`src/rtl/alu_pkg.sv`:
```
// Shared definitions for the 8-bit ALU datapath and its command sequencer.
// Op codes 0-5 are single-pass ops, 6/7 are iterated 1-bit shifts, 8 re-reads the last result.
package alu_pkg;

    localparam int DEF_WIDTH = 8;
    localparam int DEF_CNT_W = 3;

    localparam logic [3:0] OP_ADD  = 4'b0000;
    localparam logic [3:0] OP_SUB  = 4'b0001;
    localparam logic [3:0] OP_AND  = 4'b0010;
    localparam logic [3:0] OP_OR   = 4'b0011;
    localparam logic [3:0] OP_XOR  = 4'b0100;
    localparam logic [3:0] OP_NOT  = 4'b0101;
    localparam logic [3:0] OP_SHL  = 4'b0110;
    localparam logic [3:0] OP_SHR  = 4'b0111;
    localparam logic [3:0] OP_LAST = 4'b1000;

    typedef enum logic [1:0] {
        ST_IDLE = 2'd0,
        ST_EXEC = 2'd1,
        ST_DONE = 2'd2
    } seq_state_e;

endpackage

```
`src/rtl/alu_sequencer.sv`:
```
// Command front-end for the ALU: registers operands/mode, iterates multi-bit shifts as
// single-bit ALU passes, and returns result/overflow on a valid/ready port.
module alu_sequencer
    import alu_pkg::*;
#(
    parameter int WIDTH = DEF_WIDTH,
    parameter int CNT_W = DEF_CNT_W
) (
    input  logic             clock,
    input  logic             clear,
    input  logic             cmd_valid,
    output logic             cmd_ready,
    input  logic [3:0]       cmd_op,
    input  logic [WIDTH-1:0] cmd_a,
    input  logic [WIDTH-1:0] cmd_b,
    input  logic             cmd_cin,
    input  logic             cmd_use_last,
    output logic [WIDTH-1:0] alu_a,
    output logic [WIDTH-1:0] alu_b,
    output logic [3:0]       alu_mode,
    output logic             alu_cin,
    input  logic [WIDTH-1:0] alu_out,
    input  logic             alu_overflow,
    output logic             res_valid,
    input  logic             res_ready,
    output logic [WIDTH-1:0] res_data,
    output logic             res_overflow,
    output logic             res_err,
    output logic [WIDTH-1:0] last_result
);

    seq_state_e       state_q, state_d;
    logic [WIDTH-1:0] a_q, a_d, b_q, b_d;
    logic [3:0]       mode_q, mode_d;
    logic             cin_q, cin_d;
    logic [CNT_W-1:0] cnt_q, cnt_d;
    logic             sticky_q, sticky_d;
    logic [WIDTH-1:0] res_data_q, res_data_d;
    logic             res_ovf_q, res_ovf_d;
    logic             res_err_q, res_err_d;
    logic [WIDTH-1:0] last_q, last_d;

    logic             is_shift_q;
    logic             shl_ovf;
    logic [CNT_W-1:0] cmd_cnt;

    assign is_shift_q = (mode_q == OP_SHL) || (mode_q == OP_SHR);
    // Only SHL's shifted-out bit is meaningful; anything else from the ALU is don't-care.
    assign shl_ovf    = (mode_q == OP_SHL) && alu_overflow;
    assign cmd_cnt    = cmd_b[CNT_W-1:0];

    always_comb begin
        state_d    = state_q;
        a_d        = a_q;
        b_d        = b_q;
        mode_d     = mode_q;
        cin_d      = cin_q;
        cnt_d      = cnt_q;
        sticky_d   = sticky_q;
        res_data_d = res_data_q;
        res_ovf_d  = res_ovf_q;
        res_err_d  = res_err_q;
        last_d     = last_q;

        case (state_q)
            ST_IDLE: begin
                if (cmd_valid) begin
                    a_d       = cmd_use_last ? last_q : cmd_a;
                    b_d       = cmd_b;
                    mode_d    = cmd_op;
                    cin_d     = cmd_cin;
                    cnt_d     = cmd_cnt;
                    sticky_d  = 1'b0;
                    res_ovf_d = 1'b0;
                    res_err_d = 1'b0;
                    if (cmd_op <= OP_NOT) begin
                        state_d = ST_EXEC;
                    end else if (cmd_op == OP_SHL || cmd_op == OP_SHR) begin
                        if (cmd_cnt == '0) begin
                            res_data_d = a_d;
                            state_d    = ST_DONE;
                        end else begin
                            state_d = ST_EXEC;
                        end
                    end else if (cmd_op == OP_LAST) begin
                        res_data_d = last_q;
                        state_d    = ST_DONE;
                    end else begin
                        res_data_d = '0;
                        res_err_d  = 1'b1;
                        state_d    = ST_DONE;
                    end
                end
            end
            ST_EXEC: begin
                if (is_shift_q) begin
                    // Feed the shifted value back so the next pass shifts it again.
                    a_d      = alu_out;
                    sticky_d = sticky_q | shl_ovf;
                    if (cnt_q == CNT_W'(1)) begin
                        res_data_d = alu_out;
                        res_ovf_d  = sticky_q | shl_ovf;
                        state_d    = ST_DONE;
                    end else begin
                        cnt_d = cnt_q - CNT_W'(1);
                    end
                end else begin
                    res_data_d = alu_out;
                    res_ovf_d  = (mode_q == OP_ADD) && alu_overflow;
                    state_d    = ST_DONE;
                end
            end
            ST_DONE: begin
                if (res_ready) begin
                    if (!res_err_q) last_d = res_data_q;
                    state_d = ST_IDLE;
                end
            end
            default: state_d = ST_IDLE;
        endcase
    end

    always_ff @(posedge clock) begin
        if (clear) begin
            state_q    <= ST_IDLE;
            a_q        <= '0;
            b_q        <= '0;
            mode_q     <= '0;
            cin_q      <= 1'b0;
            cnt_q      <= '0;
            sticky_q   <= 1'b0;
            res_data_q <= '0;
            res_ovf_q  <= 1'b0;
            res_err_q  <= 1'b0;
            last_q     <= '0;
        end else begin
            state_q    <= state_d;
            a_q        <= a_d;
            b_q        <= b_d;
            mode_q     <= mode_d;
            cin_q      <= cin_d;
            cnt_q      <= cnt_d;
            sticky_q   <= sticky_d;
            res_data_q <= res_data_d;
            res_ovf_q  <= res_ovf_d;
            res_err_q  <= res_err_d;
            last_q     <= last_d;
        end
    end

    assign cmd_ready    = (state_q == ST_IDLE);
    assign res_valid    = (state_q == ST_DONE);
    assign alu_a        = a_q;
    assign alu_b        = b_q;
    assign alu_mode     = mode_q;
    assign alu_cin      = cin_q;
    assign res_data     = res_data_q;
    assign res_overflow = res_ovf_q;
    assign res_err      = res_err_q;
    assign last_result  = last_q;

endmodule
```
`config.mk`:
```
export PLATFORM = sky130hd
export DESIGN_NAME = alu_sequencer
export DESIGN_NICKNAME = d
export VERILOG_FILES = /design/src/rtl/alu_pkg.sv /design/src/rtl/alu_sequencer.sv
export SDC_FILE = /design/constraint.sdc
export NUM_CORES = 1
export LEC_CHECK = 0
export BUFFER_PORTS_ARGS = -buffer_cell sky130_fd_sc_hd__buf_4
export CORE_ASPECT_RATIO = 1.1
export CORE_MARGIN = 5
export CORE_UTILIZATION = 53
export DETAILED_ROUTE_END_ITERATION = 16
export PLACE_DENSITY = 0.84
export SLEW_MARGIN = 15
export SYNTH_ARGS = -nofsm -noshare
export SYNTH_HDL_FRONTEND = slang
export SYNTH_SLANG_ARGS = --single-unit
export TNS_END_PERCENT = 1
```
`constraint.sdc`:
```
create_clock -name clock -period 3 [get_ports clock]
set_input_delay 0.6 -clock clock [delete_from_list [all_inputs] [get_ports clock]]
set_output_delay 0.6 -clock clock [all_outputs]
set_load 0.02 [all_outputs]
```
### Word-level counts from Yosys, hierarchy flattened

Index checks and enable logic that the tools add are counted.
W data, S select, Z words.

* register bits after elaboration: 45
* latch bits: 0
* RAM bits: 0
* ROM bits: 0
* input bits: 35
* output and inout port bits: 41
* logic and storage cells: 78
* memories: 0

* $add $sub $neg: 1
* multiply operators: 0
* div/mod/pow operators: 0
* $lt $le $gt $ge: 1
* equal/unequal tests: 15
* shift operators: 0
* muxes and demuxes: 33
* bitwise gates (word level): 2
* reduce and logical (&&, ||, !) cells: 15

Operator list (count)
* $mux W8: 10
* $pmux W8 S2: 2
* $eq A4 B3 Y1 const B: 4
* $mux W2: 7
* $reduce_and A3 Y1: 4
* $mux W3: 3
* $ne A2 B2 Y1 const B: 4
* $mux W1: 7
* $pmux W2 S3: 1
* $pmux W3 S2: 1
* $reduce_and A5 Y1: 1
* $eq A4 B4 Y1 const B: 1
* $le A4 B3 Y1 const B: 1
* $logic_not A4 Y1: 1
* $pmux W1 S2: 2
* $reduce_and A4 Y1: 1
* $eq A3 B1 Y1 const B: 1
* $logic_not A3 Y1: 1
* $ne A3 B2 Y1 const B: 1
* $ne A3 B3 Y1 const B: 1
* $sub A3 B1 Y3 const B: 1
* $eq A2 B1 Y1 const B: 1
* $eq A2 B2 Y1 const B: 1
* $logic_and A1 B1 Y1: 2
* other kinds (7): 8

### Longest topological paths before layout

* depth in word-level cells: 6
* depth in mapped cells: 6

### Worst setup path after synthesis

No wires, ideal clock.

* path kind: input-to-reg
* from: input port cmd_op[0]
* to: register res_data_q[0], in the netlist res_data[0]
* arrival time: 1662 ps
* slack: 1259 ps
* stages on the path: 4
* path buffers: 0
* cell sequence: or3_1 nor3b_2 a21oi_1 a211oi_2

* longest elaborated chain between the ends: 6

RTL lines
* start: declaration: RTL line alu_sequencer.sv:13 `input logic [3:0] cmd_op,`
* $eq A4 B4 Y1 or $eq A4 B3 Y1 (tied branches): RTL line alu_sequencer.sv:85, alu_sequencer.sv:78
* $mux W8 or $logic_or A1 B1 Y1 (tied branches): RTL line alu_sequencer.sv:85, alu_sequencer.sv:78
* $mux W8: RTL line alu_sequencer.sv:78 `end else if (cmd_op == OP_SHL || cmd_op == OP_SHR) begin`
* $mux W8: RTL line alu_sequencer.sv:76 `if (cmd_op <= OP_NOT) begin`
* $mux W8: RTL line alu_sequencer.sv:67 `if (cmd_valid) begin`
* $pmux W8 S2: RTL line alu_sequencer.sv:65 `case (state_q)`
* end signal: assignment: RTL line alu_sequencer.sv:144 `res_data_q <= res_data_d;`
* end: declaration: RTL line alu_sequencer.sv:38 `logic [WIDTH-1:0] res_data_q, res_data_d;`

Parallel ways exist; a longest one is shown, timed or not. The select of a mux whose other input is x is not followed.
A chain may end at the register's enable or synchronous reset.

### Worst setup path in the final report

* from: register state_q[1]
* to: register last_q[4], in the netlist last_result[4]

* longest elaborated chain between the ends: 2

RTL lines
* start: declaration: RTL line alu_sequencer.sv:32 `seq_state_e state_q, state_d;`
* start signal: assignment: RTL line alu_sequencer.sv:137 `state_q <= state_d;`
* $eq A2 B2 Y1: RTL line alu_sequencer.sv:65
* $reduce_and A3 Y1 (no line)
* end signal: assignment: RTL line alu_sequencer.sv:147 `last_q <= last_d;`
* end: declaration: RTL line alu_sequencer.sv:41 `logic [WIDTH-1:0] last_q, last_d;`

No other way between the ends.

==> summary.txt <==
Final layout
  • Layout area overhead: 30.0%
  • Reg area: 901 sq um
  • Footprint of the multi-input gates: 1210 sq um
  • Most common cell after layout, fill and taps aside: buf_4
  • Fillers: 351
  • Most frequent cells in the layout: buf_4 (76), dfxtp_1 (45), nand2_1 (30), a21oi_1 (26), mux2i_1 (24)
  • Ratio of cells with drive above 1 in the final layout: 0.319
  • Diodes inserted: 0
  • Nets: 349

Global routing
  • Gr usage total: 0.203
  • Initial antenna violation count: 0
  • First-pass GRT wire length: 9100 microns
  • Largest net degree at the start of global routing: 46
  • GRT overflow: 0
  • Vias in the first global route: 1949

Timing
  • Worst-margin pin slew: 0.853 ns
  • Period utilisation layout: 0.665
  • Clock skew: 0.0114 ns
  • Final setup violating endpoints: 0
  • Final min period: 1.99 ns
  • Fmax: 0.501 GHz
  • Final Max Tran Viols: 0
  • Sum Neg Setup Slack: 0 ns
  • Final Hold Fails: 0
  • Unrepaired setup endpoints after global routing: no
  • Rel. slew slack: 0.429
  • Hold slack final: 0.458 ns

Power
  • Peak VDD IR: 404 uV
  • Total power: 1340 uW
  • P_leak: 0.00118 uW
  • PD cells: 472 nW/um^2

Floorplan
  • Initial core utilization: 0.548
  • Die X: 71.3 microns
  • Die Y: 77.4 microns
  • Core area: 3990 sq um
  • I/O pin count: 76
  • Die Area: 5520 sq um
  • # rows: 24

CTS
  • CTS tree: done
  • CTS sink count: 45
  • Setup Fix Bufs, Post-CTS: 0
  • CTS resizes: 0
  • Clk Tree Root Cell: clkbuf_8
  • Hold-fix buffers, CTS: 0
  • CTS max path bufs: 2
  • CTS clk-pin slew, worst paths: 0.08 ns
  • TritonCTS buffer count: 5
  • Clock insertion delay at the later pin of the skew report: 0.30 ns
  • H-Tree Depth: 2

Logic synthesis
  • Ys Warns: 0
  • Syn nets: 281
  • Syn Inst Count: 244
  • Largest cells by area after synthesis: dfxtp_1 (41%), mux2i_1 (11%), a21oi_1 (5.9%)
  • Post-synthesis sequential area ratio: 0.412
  • Syn_area_per_cell: 8.97 sq um
  • FF+latch count, synth: 45
  • Mapped cell area: 2190 sq um
  • Yosys cell types: 33
  • Synth area leader: dfxtp_1
  • Yosys top cell area share: 0.412

Worst setup path
  • CP max-delay cell: nor3b_2
  • Slowest Stage Delay on Critical Path: 0.70 ns
  • Crit. End Element: register
  • Startpoint Class: register
  • Crit path cell chain: and2b_1 > nor3b_2 > mux2i_1 > nor2_1
  • Critical path origin: state_q[1]$_SDFFE_PP0P_
  • Worst EP required: 3.17 ns
  • Crit path max fanout: 16
  • Worst r2r src: state_q[1]$_SDFFE_PP0P_
  • Top delay family on crit path: simple AND/OR/NAND/NOR gates
  • Setup CP Type: register to register
  • Worst Path Arrival: 2.17 ns
  • Buf/Inv on CP: 0

Place
  • Port Buffers: 75
  • DP Wirelength: 4260 microns
  • RePlAce Congestion: 0.816

Drt
  • Via count: 2024
  • Antenna-violating nets left: 0
  • Final wirelength: 5570 microns
  • Metal-1 WL: 2440 microns
  • Top Metal Used: met4
  • Met2 routed WL: 2560 microns
  • Pre-antenna DRT Iters: 4
  • Average wire per standard cell: 15.3 microns
  • First-iteration detailed-routing DRC count: 170
  • Via density: 5.55
  • Met3 wire len: 465 microns
  • DRC: 0

Worst hold path
  • Worst Hold Class: register to register
  • Hold Crit Start: alu_b[4]$_SDFFE_PP0P_

Outcome
  • Status: complete, no violations

Run
  • Max-Cap Viols: 0
==> per-layer routing <==
metal / global-route usage / up-vias
li1: - / 1005
met1: 0.260 / 929
met2: 0.327 / 81
met3: 0.0530 / 9
met4: 0.0733 / 0
met5: 0 / -
==> layout make-up <==
cell class	instances	share of cell area
Clock buffer	5	0.0242
Tap cell	52	0.0229
Multi-Input combinational cell	181	0.424
Clock inverter	3	0.00748
Inverter	3	0.00396
Sequential cell	45	0.317
Timing Repair Buffer	76	0.201
==> registers in the layout, summed over array words and instances (netlist names) <==
signal / count
res_err: 1
cnt_q: 3
alu_mode: 4
last_result: 8
state_q: 2
sticky_q: 1
res_overflow: 1
alu_cin: 1
alu_b: 8
res_data: 8
alu_a: 8
==> cells by family after synthesis <==
| kind of cell | count (synthesis) | synth area share |
|---|---|---|
| simple gates | 90 | 0.216 |
| compound gates | 64 | 0.211 |
| flops | 45 | 0.412 |
| mux | 24 | 0.110 |
| buf+inv | 18 | 0.0366 |
| fa+ha+maj | 2 | 0.0114 |
| xor+xnor | 1 | 0.00400 |
==> cells in the mapped netlist, drive strengths merged <==
master,n
dfxtp,45
nand2,30
a21oi,26
mux2i,24
nor2,23
o21ai,12
nand3b,11
a211oi,9
clkbuf,9
nor3,8
o31ai,8
buf,6
nand3,4
inv,3
nor3b,3
a211o,2
a21o,2
a22oi,2
a31oi,2
ha,2
nand2b,2
nand4bb,2
nor2b,2
and2b,1
and3b,1
o21ba,1
or3,1
or3b,1
or4b,1
xnor2,1
==> where the power goes <==
part | switching, uW | internal, uW
registers | 32.0 | 633
clock network | 215 | 165
logic | 163 | 136
total | 409 | 934
==> tightest hold or removal path, delay by kind of cell (launching register included) <==
kind               cells  cell delay (ns)
DFF                    1             0.31
AOI/OAI and AO/OA      1             0.05
and+or+nand+nor        1             0.05
==> path summary, 6_finish.rpt <==
kind                                               endpoint  slack (ns)  cells after the start
worst max-delay path            last_result[4]$_SDFFE_PP0P_        1.01                      4
worst min register to register        alu_b[4]$_SDFFE_PP0P_        0.46                      2
worst max register to register  last_result[4]$_SDFFE_PP0P_        1.01                      4
worst min-delay path                  alu_b[4]$_SDFFE_PP0P_        0.46                      2
==> metrics by stage <==
stage / area, sq um / setup slack [ns] / std cells / utilization
after floorplan: 2190 / 1.26 / 244 / -
after global placement: 2760 / 0.914 / 357 / 0.690
after detailed placement: 2760 / 0.890 / 357 / 0.690
after CTS: 2850 / 0.998 / 365 / 0.712
after global routing: 2850 / 0.740 / 365 / 0.712
final: 2850 / 1.01 / 365 / 0.712
Note: power is estimated with default switching activity, not from simulation.
